==> config.mk <==
export PLATFORM = sky130hd
export DESIGN_NAME = fetch_controller
export DESIGN_NICKNAME = d
export VERILOG_FILES = /design/src/rtl/fetch_pkg.sv /design/src/rtl/fetch_perf_counter.sv /design/src/rtl/fetch_controller.sv
export SDC_FILE = /design/constraint.sdc
export NUM_CORES = 1
export LEC_CHECK = 0
export CAP_MARGIN = 20
export CORE_MARGIN = 4
export CORE_UTILIZATION = 25
export CTS_BUF_LIST = sky130_fd_sc_hd__clkbuf_8 sky130_fd_sc_hd__clkbuf_16
export DETAILED_ROUTE_END_ITERATION = 7
export GPL_TIMING_DRIVEN = 0
export PLACE_DENSITY = 0.57
export SYNTH_ARGS = -nofsm -noshare
export SYNTH_HDL_FRONTEND = slang
export SYNTH_SLANG_ARGS = --single-unit
export TNS_END_PERCENT = 50
==> constraint.sdc <==
create_clock -name clk -period 3.2 [get_ports clk]
set_clock_uncertainty 0.05 [all_clocks]
set_input_delay 0.64 -clock clk [delete_from_list [all_inputs] [get_ports clk]]
set_output_delay 0.64 -clock clk [all_outputs]
set_load 0.05 [all_outputs]
==> src/rtl/fetch_pkg.sv <==
// Shared definitions for the instruction-fetch sequencer: FSM encodings,
// the PC register reset value and the default sequential PC step.
package fetch_pkg;

  localparam logic [1:0] S_REQ  = 2'd0;
  localparam logic [1:0] S_WAIT = 2'd1;
  localparam logic [1:0] S_DROP = 2'd2;
  localparam logic [1:0] S_HOLD = 2'd3;

  localparam logic [31:0] RESET_PC        = 32'h0040_0000;
  localparam int unsigned PC_STEP_DEFAULT = 32'd4;

endpackage

==> src/rtl/fetch_perf_counter.sv <==
// Saturating event counter; used for the optional fetch performance
// counters of fetch_controller.
module fetch_perf_counter
  import fetch_pkg::*;
#(
  parameter int unsigned W = 32
) (
  input  logic         clk,
  input  logic         reset,
  input  logic         i_inc,
  output logic [W-1:0] o_count
);

  logic [W-1:0] r_count;

  // count events, sticking at all-ones instead of wrapping
  always_ff @(posedge clk or negedge reset) begin
    if (!reset) begin
      r_count <= '0;
    end else if (i_inc && (r_count != {W{1'b1}})) begin
      r_count <= r_count + W'(1);
    end else begin
      r_count <= r_count;
    end
  end

  assign o_count = r_count;

endmodule

==> src/rtl/fetch_controller.sv <==
// Instruction-fetch sequencer: one outstanding request to a handshaked
// variable-latency memory. Optional perf counters under FETCH_PERF_CNT_EN.
module fetch_controller
  import fetch_pkg::*;
#(
  parameter int unsigned N       = 32,
  parameter int unsigned PC_STEP = PC_STEP_DEFAULT
) (
  input  logic         clk,
  input  logic         reset,
  input  logic [N-1:0] pc_value,
  output logic         pc_enable,
  output logic [N-1:0] next_pc,
  output logic         imem_req_valid,
  input  logic         imem_req_ready,
  output logic [N-1:0] imem_addr,
  input  logic         imem_rsp_valid,
  input  logic [N-1:0] imem_rsp_data,
  input  logic         redirect_valid,
  input  logic [N-1:0] redirect_pc,
  input  logic         id_stall,
  output logic         if_valid,
  output logic [N-1:0] if_instr,
  output logic [N-1:0] if_pc
`ifdef FETCH_PERF_CNT_EN
  ,
  output logic [N-1:0] perf_fetch_cnt,
  output logic [N-1:0] perf_stall_cnt
`endif
);

  logic [1:0]   r_state;
  logic [1:0]   w_state_nxt;
  logic         w_capture;
  logic         w_release;
  logic         r_if_valid;
  logic [N-1:0] r_if_instr;
  logic [N-1:0] r_if_pc;

  assign imem_addr      = {pc_value[N-1:2], 2'b00};
  assign next_pc        = redirect_valid ? redirect_pc : (pc_value + N'(PC_STEP));
  // a redirect always advances the PC, whatever the state; HOLD also advances on consume
  assign imem_req_valid = reset & (r_state == S_REQ) & ~redirect_valid;
  assign pc_enable      = reset & (redirect_valid | ((r_state == S_HOLD) & ~id_stall));

  // next-state decode plus capture/release strobes for the IF/ID register
  always_comb begin
    w_state_nxt = r_state;
    w_capture   = 1'b0;
    w_release   = 1'b0;
    case (r_state)
      S_REQ: begin
        if (redirect_valid) begin
          w_state_nxt = S_REQ;
        end else if (imem_req_ready) begin
          w_state_nxt = S_WAIT;
        end else begin
          w_state_nxt = S_REQ;
        end
      end
      S_WAIT: begin
        if (redirect_valid) begin
          w_state_nxt = imem_rsp_valid ? S_REQ : S_DROP;
        end else if (imem_rsp_valid) begin
          w_state_nxt = S_HOLD;
          w_capture   = 1'b1;
        end else begin
          w_state_nxt = S_WAIT;
        end
      end
      S_DROP: begin
        if (imem_rsp_valid) begin
          w_state_nxt = S_REQ;
        end else begin
          w_state_nxt = S_DROP;
        end
      end
      S_HOLD: begin
        if (redirect_valid || !id_stall) begin
          w_state_nxt = S_REQ;
          w_release   = 1'b1;
        end else begin
          w_state_nxt = S_HOLD;
        end
      end
      default: begin
        w_state_nxt = S_REQ;
      end
    endcase
  end

  // state register
  always_ff @(posedge clk or negedge reset) begin
    if (!reset) begin
      r_state <= S_REQ;
    end else begin
      r_state <= w_state_nxt;
    end
  end

  // IF/ID output register: loads on an accepted response, stays stable while held
  always_ff @(posedge clk or negedge reset) begin
    if (!reset) begin
      r_if_valid <= 1'b0;
      r_if_instr <= '0;
      r_if_pc    <= '0;
    end else if (w_capture) begin
      r_if_valid <= 1'b1;
      r_if_instr <= imem_rsp_data;
      r_if_pc    <= imem_addr;
    end else if (w_release) begin
      r_if_valid <= 1'b0;
      r_if_instr <= r_if_instr;
      r_if_pc    <= r_if_pc;
    end else begin
      r_if_valid <= r_if_valid;
      r_if_instr <= r_if_instr;
      r_if_pc    <= r_if_pc;
    end
  end

  assign if_valid = r_if_valid;
  assign if_instr = r_if_instr;
  assign if_pc    = r_if_pc;

`ifdef FETCH_PERF_CNT_EN
  logic w_fetch_inc;
  logic w_stall_inc;

  assign w_fetch_inc = (r_state == S_HOLD) & ~id_stall & ~redirect_valid;
  assign w_stall_inc = (r_state != S_HOLD);

  fetch_perf_counter #(.W(N)) u_fetch_cnt (
    .clk     (clk),
    .reset   (reset),
    .i_inc   (w_fetch_inc),
    .o_count (perf_fetch_cnt)
  );

  fetch_perf_counter #(.W(N)) u_stall_cnt (
    .clk     (clk),
    .reset   (reset),
    .i_inc   (w_stall_inc),
    .o_count (perf_stall_cnt)
  );
`endif

endmodule
[Yosys cells after proc, flatten, opt, wreduce, memory -nomap -nowiden]
Cells that the tools add are included.
Storage, ports and cells
  output and inout bits: 131
  register bits after elaboration: 65
  word-level logic and storage cells: 34
  bits of input ports: 102
Operators by class
  bitwise gates (word level): 7
  equal/unequal tests: 3
  muxes and demuxes: 15
  reduce and logical (&&, ||, !) cells: 4
  add/subtract/negate cells: 1
Operators with widths (count)
  $add 32x3->32 const B: 1
  $mux 32: 1
  $mux 1: 9
  $mux 2: 4
  $pmux 2 s4: 1
  $and 1x1->1: 4
  $eq 2x2->1 const B: 2
  $eq 2x1->1 const B: 1
  $logic_not 2->1: 1
  $not 1->1: 2
  $reduce_bool 2->1: 1
  $logic_not 1->1: 1
  $logic_or 1x1->1: 1
  $or 1x1->1: 1

[Depth between registers and ports, before layout]
Gate-level depths: netlist of the first run.
  depth in word-level cells: 6
  mapped depth: 8
  gate-level depth less buffers: 5

[Worst setup path after synthesis of the first run]
No wires, ideal clock.
  path kind: in2out
  from: input port pc_value[2]
  to: output port next_pc[30]
  cell stages on the path: 6
  required time: 2.510 ns
  path buffers: 1
  data arrival time: 3.023 ns
  setup slack: -0.513 ns
  cells stage by stage: ha_1 -> nand4_4 -> or4_4 -> buf_6 -> or4_1 -> a31oi_1
Between the ends
  longest elaborated chain between the ends: 2
RTL lines
  start: declaration: line fetch_controller.sv:11  | input logic [N-1:0] pc_value,
  $add 32x3->32: line fetch_controller.sv:41  | assign next_pc = redirect_valid ? redirect_pc : (pc_value + N'(PC_STEP));
  $mux 32: line fetch_controller.sv:41
  end: declaration: line fetch_controller.sv:13  | output logic [N-1:0] next_pc,
No other way between the ends.

[Worst setup path in the final report of the first run]
  from: input port pc_value[12]
  to: output port next_pc[30]
The elaborated chain is that of the path after synthesis.

==> results.sh, run 1 <==
export IMPL_status="finished with violations"
export IMPL_violations="setup timing"
export IMPL_drtAntennaViolNets=0
export IMPL_clockBufferDepth=2
export IMPL_io_pins=233
export IMPL_grt_pass1_wl_um=20100
export IMPL_utilization_pct=47.2
export IMPL_placed_cell_area_sq_um=6270
export IMPL_hpwl_um=10300
export IMPL_p_total_mw=4.75
export IMPL_gr_total_overflow=0
export IMPL_rsz0062_at_grt="yes"
export IMPL_tritoncts="yes"
export IMPL_antenna_found_initial=0
export IMPL_post_synth_top_count_cell="dfrtp_1"
export IMPL_synth_distinct_cells=34
export IMPL_grt_max_degree=68
export IMPL_finalHoldViolations=0
export IMPL_core_area_sq_um=14100
export IMPL_preCtsSetupSlack_ns=-1.51
export IMPL_yosysTopAreaCell="dfrtp_1"
export IMPL_synth_seq_cells=65
export IMPL_drt_wl_total_um=13100
export IMPL_crit_path_max_fanout=5
export IMPL_synth_area_sq_um=3650
export IMPL_p_per_area_nw_per_um2=713
export IMPL_setup_viol=1
export IMPL_cts_buffers=9
export IMPL_post_place_cells=763
export IMPL_vias=3590
export IMPL_gp_congestion=0.778
export IMPL_drive_gt1_share_pct=31.6
export IMPL_max_freq_ghz=0.310
export IMPL_remaining_drc_errors=0
export IMPL_instances_no_fill=788
export IMPL_worst_slew_pin_slew_ns=0.619
export IMPL_final_period_utilization_pct=101
export IMPL_clk_latency_ns=0.33
export IMPL_relSlewSlack_pct=58.7
export IMPL_rows=43
export IMPL_drt_pass1_iter_count=4
export IMPL_synth_edf_count=0
export IMPL_ys_async_sr_fraction_pct=100
export IMPL_critPathRequiredTime_ns=2.51
export IMPL_synth_flop_cell="dfrtp_1"
export IMPL_die_w_um=129
export IMPL_grt_pass1_vias=3764
export IMPL_gr_usage_all_layers_pct=15.5
export IMPL_peakVddDrop_mv=0.419
export IMPL_viasPerCell=4.56
export IMPL_end_kind="output pin"
export IMPL_final_area_sq_um=6660
export IMPL_period_needed_ns=3.23
export IMPL_initial_core_util_pct=25.9
export IMPL_n_antenna_cell=0
export IMPL_yosys_top_cells_count="dfrtp_1, mux2_2, buf_4"
export IMPL_drtIter0Drc=83
export IMPL_timing_worst_setup_path_type="in2out"
export IMPL_nets=707
export IMPL_clock_sinks=65
export IMPL_arrival_ns=2.54
export IMPL_fin_ws_ns=-0.0302
export IMPL_ctsHoldBuffers=0
export IMPL_crit_path_start_kind="input pin"
export IMPL_yosysSeqAreaShare_pct=44.5
export IMPL_clock_root_buffer="clkbuf_16"
export IMPL_yosys_area_top_type_share_pct=44.5
export IMPL_clkTransAtPathRegs_ns=0.06
export IMPL_fp_dieH_um=129
export IMPL_syn_inst=352
export IMPL_synth_area_leaders="dfrtp_1, mux2_2, buf_4"
export IMPL_wire_per_inst_um=16.7
export IMPL_syn2layout_area_growth_pct=82.1
export IMPL_avgSynthCellArea_sq_um=10.4
export IMPL_p_leak_nw=2.77
export IMPL_hp_class="in2async"
export IMPL_dieArea_sq_um=16600
export IMPL_maxCapViolCount=0
export IMPL_yosysWarnings=0
export IMPL_report_final_slew_viol_count=0
export IMPL_io_buffers=228
export IMPL_htree_levels=3
cell type report:
type | count | area (sq um)
fillers | 1345 | 7440
repair buffers | 238 | 2310
multi-input cells | 230 | 1830
flip-flops and latches | 65 | 1630
plain buffers | 49 | 350
clock buffers | 9 | 225
well taps | 180 | 225
clock inverters | 7 | 55.1
inverters | 10 | 38.8
registers in the layout, indices dropped and copies added (netlist names):
register  count
if_instr     32
if_pc        30
if_valid      1
r_state       2
worst max-delay path, stage by stage:
cell and delay (ns):
buf_2 0.14, nand4_1 0.20, or4_4 0.55, buf_6 0.15
or4_4 0.49, a31oi_4 0.19, buf_6 0.18
placed cells by master, fill, tap and decap left out, types with 13 or more instances in the layout:
master / count
buf_6: 13
buf_4: 46
dfrtp_1: 65
mux2_2: 59
buf_2: 14
dlygate4sd2_1: 14
nor2_1: 16
nand2_1: 30
o21ai_0: 29
clkdlybuf4s50_1: 167
timing repair:
action                     CTS  global route
pin swaps                   12             6
setup endpoints to repair   42            13
resized for setup          231            37
buffers inserted             7             3
metrics by stage:
step	hold WS [ns]	TNS, ns
CTS	0.395	-0.107
detailed placement	0.420	-42.56
global placement	0.415	-103.93
floorplan	0.294	-0.570
finish	0.258	-0.0302
global route	0.303	-0.190
layer usage:
metal | GRT usage (%) | vias to the layer above | routed length (um)
met5 | 0 | - | 0
met4 | 6.11 | 0 | 291
met3 | 6.48 | 19 | 1410
met2 | 25.8 | 167 | 6310
met1 | 17.6 | 1663 | 5120
li1 | - | 1741 | -
power breakdown:
| group | leakage [nW] | switching (mW) | internal, mW |
|---|---|---|---|
| clock network | 0.138 | 0.387 | 0.530 |
| registers | 0.783 | 0.151 | 1.11 |
| logic | 1.85 | 1.64 | 0.922 |
logic make-up (layout without fill, tap and decap cells):
group | Yosys count | count (layout) | share of synthesized area, %
AOI/OAI and AO/OA | 56 | 56 | 8.97
xor gates and xnor gates | 14 | 14 | 3.35
adders and majority gates | 2 | 2 | 0.685
buffers and inverters | 60 | 313 | 10.2
DFF | 65 | 65 | 44.5
muxes | 59 | 59 | 18.2
other | 1 | 4 | 0.103
and+or+nand+nor | 95 | 95 | 14.0
path summary, 6_finish.rpt:
path                                end         start  depth (start not counted)  slack (ns)
min in group clk               if_pc[6]      if_pc[6]                          2        0.43
hold reg to reg                if_pc[6]      if_pc[6]                          2        0.43
setup / recovery            next_pc[30]  pc_value[12]                          7       -0.03
hold / removal             if_instr[17]         reset                          1        0.26
max in group asynchronous     if_pc[21]         reset                          1        2.42
setup reg to reg              if_pc[30]    r_state[1]                          5        1.37
No activity file was read; power rests on OpenSTA's default activity.
==> inputs of run 2 (changes only) <==
Settings changed: ABC_AREA from default to 0, CORE_UTILIZATION 25 to 37, PLACE_DENSITY 0.57 to 0.79.
==> run 2 against run 1 <==
  * The flow still finishes with violations (setup timing)
  * Critical path depth grew 1
  * Core utilization increased by 21 points
  * Die area down 31%
  * Global-route usage is 6.2 points higher
  * First-iteration DRC count increased by 23%
  * Flip-flop and latch count unchanged
  * Non-clock buffer count increased by 5
  * Cell count fell by 5.3%
  * Via count up 3.5%
  * Combinational power about the same
  * Power decreased by 3.6%
  * Count of clock-buffer cells in the layout increased by 2
  * Largest cell class unchanged
==> results.sh, run 2 (synthesized netlist as in run 1, its figures left out) <==
export IMPL_finalHoldViolations=0
export IMPL_clk_latency_ns=0.35
export IMPL_drt_wl_total_um=12800
export IMPL_drtIter0Drc=102
export IMPL_rows=36
export IMPL_r2r_start="r_state[1]"
export IMPL_rrSetupSlack_ns=1.34
export IMPL_syn2layout_area_growth_pct=80.9
export IMPL_end_kind="output pin"
export IMPL_setup_viol=1
export IMPL_period_needed_ns=3.22
export IMPL_grt_pass1_vias=3922
export IMPL_htree_levels=3
export IMPL_arrival_ns=2.53
export IMPL_grt_pass1_wl_um=19700
export IMPL_fp_dieH_um=107
export IMPL_rsz0062_at_grt="yes"
export IMPL_p_leak_nw=2.76
export IMPL_crit_path_start_kind="input pin"
export IMPL_clkTransAtPathRegs_ns=0.07
export IMPL_report_final_slew_viol_count=0
export IMPL_vias=3715
export IMPL_drtAntennaViolNets=0
export IMPL_viasPerCell=4.98
export IMPL_largest_register_ffs=32
export IMPL_ctsHoldBuffers=0
export IMPL_instances_no_fill=746
export IMPL_post_place_cells=716
export IMPL_io_pins=233
export IMPL_dieArea_sq_um=11500
export IMPL_die_w_um=107
export IMPL_remaining_drc_errors=0
export IMPL_critPathRequiredTime_ns=2.51
export IMPL_p_per_area_nw_per_um2=692
export IMPL_timing_worst_setup_path_type="in2out"
export IMPL_violations="setup timing"
export IMPL_reg2regPathDepth=5
export IMPL_drt_pass1_iter_count=4
export IMPL_fin_setup_tns_ns=-0.0152
export IMPL_reg2reg_to="if_pc[27]"
export IMPL_drive_gt1_share_pct=32.0
export IMPL_hp_class="in2async"
export IMPL_final_period_utilization_pct=100
export IMPL_hpwl_um=9890
export IMPL_io_buffers=228
export IMPL_n_antenna_cell=0
export IMPL_mostFrequentLayoutCell="clkdlybuf4s50_1"
export IMPL_status="finished with violations"
export IMPL_crit_path_max_fanout=6
export IMPL_max_freq_ghz=0.311
export IMPL_maxCapViolCount=0
export IMPL_clock_root_buffer="clkbuf_8"
export IMPL_peakVddDrop_mv=0.598
export IMPL_antenna_found_initial=0
export IMPL_clockBufferDepth=2
export IMPL_placed_cell_area_sq_um=6210
export IMPL_initial_core_util_pct=37.7
export IMPL_clock_sinks=65
export IMPL_relSlewSlack_pct=59.0
export IMPL_grt_max_degree=68
export IMPL_wire_per_inst_um=17.2
export IMPL_worst_slew_pin_slew_ns=0.615
export IMPL_tritoncts="yes"
export IMPL_gr_total_overflow=0
export IMPL_fin_ws_ns=-0.0152
export IMPL_nets=712
export IMPL_cts_buffers=9
export IMPL_final_area_sq_um=6610
export IMPL_core_area_sq_um=9680
export IMPL_final_cell_mix="clkdlybuf4s50_1, dfrtp_1, mux2_2"
export IMPL_gr_usage_all_layers_pct=21.7
export IMPL_gp_congestion=0.840
run 2: cell types whose count changed in the layout (fill, tap and decap cells not counted), moves of 2 or more:
cell           previous run  this run
buf_4                    46        54
clkbuf_16                 9         0
clkbuf_2                  6         1
clkbuf_8                  1        11
clkinv_4                  3         1
dlygate4sd2_1            14        18
o31ai_1                   9         7
run 2: area by class of cell:
type	count	area, sq um
multi-input combinational	230	1860
clock inverter	5	62.6
clock buffer	11	151
buffer	49	343
fill	775	3070
timing repair buffer	243	2360
sequential	65	1630
tap	133	166
inverter	10	38.8
run 2: worst max path at each step:
stage / start / to / slack [ns]
final: pc_value[11] / next_pc[31] / -0.02
after global routing: pc_value[11] / next_pc[31] / -0.05
after CTS: pc_value[2] / next_pc[30] / -0.08
after detailed placement: pc_value[2] / next_pc[30] / -1.52
after global placement: reset / imem_req_valid / -2.06
after floorplan: pc_value[10] / next_pc[27] / -0.15
run 2: repair_timing:
item,4_1_cts,5_1_grt
pin swaps,8,11
resized for setup,232,45
setup endpoints to repair,41,25
hold endpoints to repair,0,0
gates cloned,1,0
buffers inserted,11,3
run 2: per-layer routing:
metal | GRT usage, % | wire (um) | up-vias
li1 | - | - | 1740
met1 | 24.1 | 4720 | 1793
met2 | 38.7 | 6660 | 161
met3 | 6.66 | 1160 | 21
met4 | 8.66 | 275 | 0
met5 | 0 | 0 | -
run 2: power breakdown:
group / total, mW / internal [mW] / leakage, nW / switching [mW]
Sequential: 1.26 / 1.11 / 0.783 / 0.147
Combinational: 2.58 / 0.927 / 1.88 / 1.65
Clock: 0.737 / 0.406 / 0.102 / 0.331
Total: 4.58 / 2.45 / 2.76 / 2.13
run 2: per-stage QoR:
step,setup WS [ns],hold WS (ns),util [%],power (mW)
final,-0.0152,0.228,68.3,4.58
after global routing,-0.0541,0.274,68.3,4.77
after global placement,-2.06,0.413,64.2,3.83
after floorplan,-0.151,0.294,-,2.88
after CTS,-0.0767,0.368,67.5,4.62
after detailed placement,-1.52,0.428,64.1,3.88
run 2: worst max-delay path: stages:
cell and delay (ns):
buf_4 0.12, nand4_1 0.17, buf_4 0.19, or3_4 0.39
buf_4 0.14, or4_1 0.47, a31oi_1 0.17, buf_4 0.22
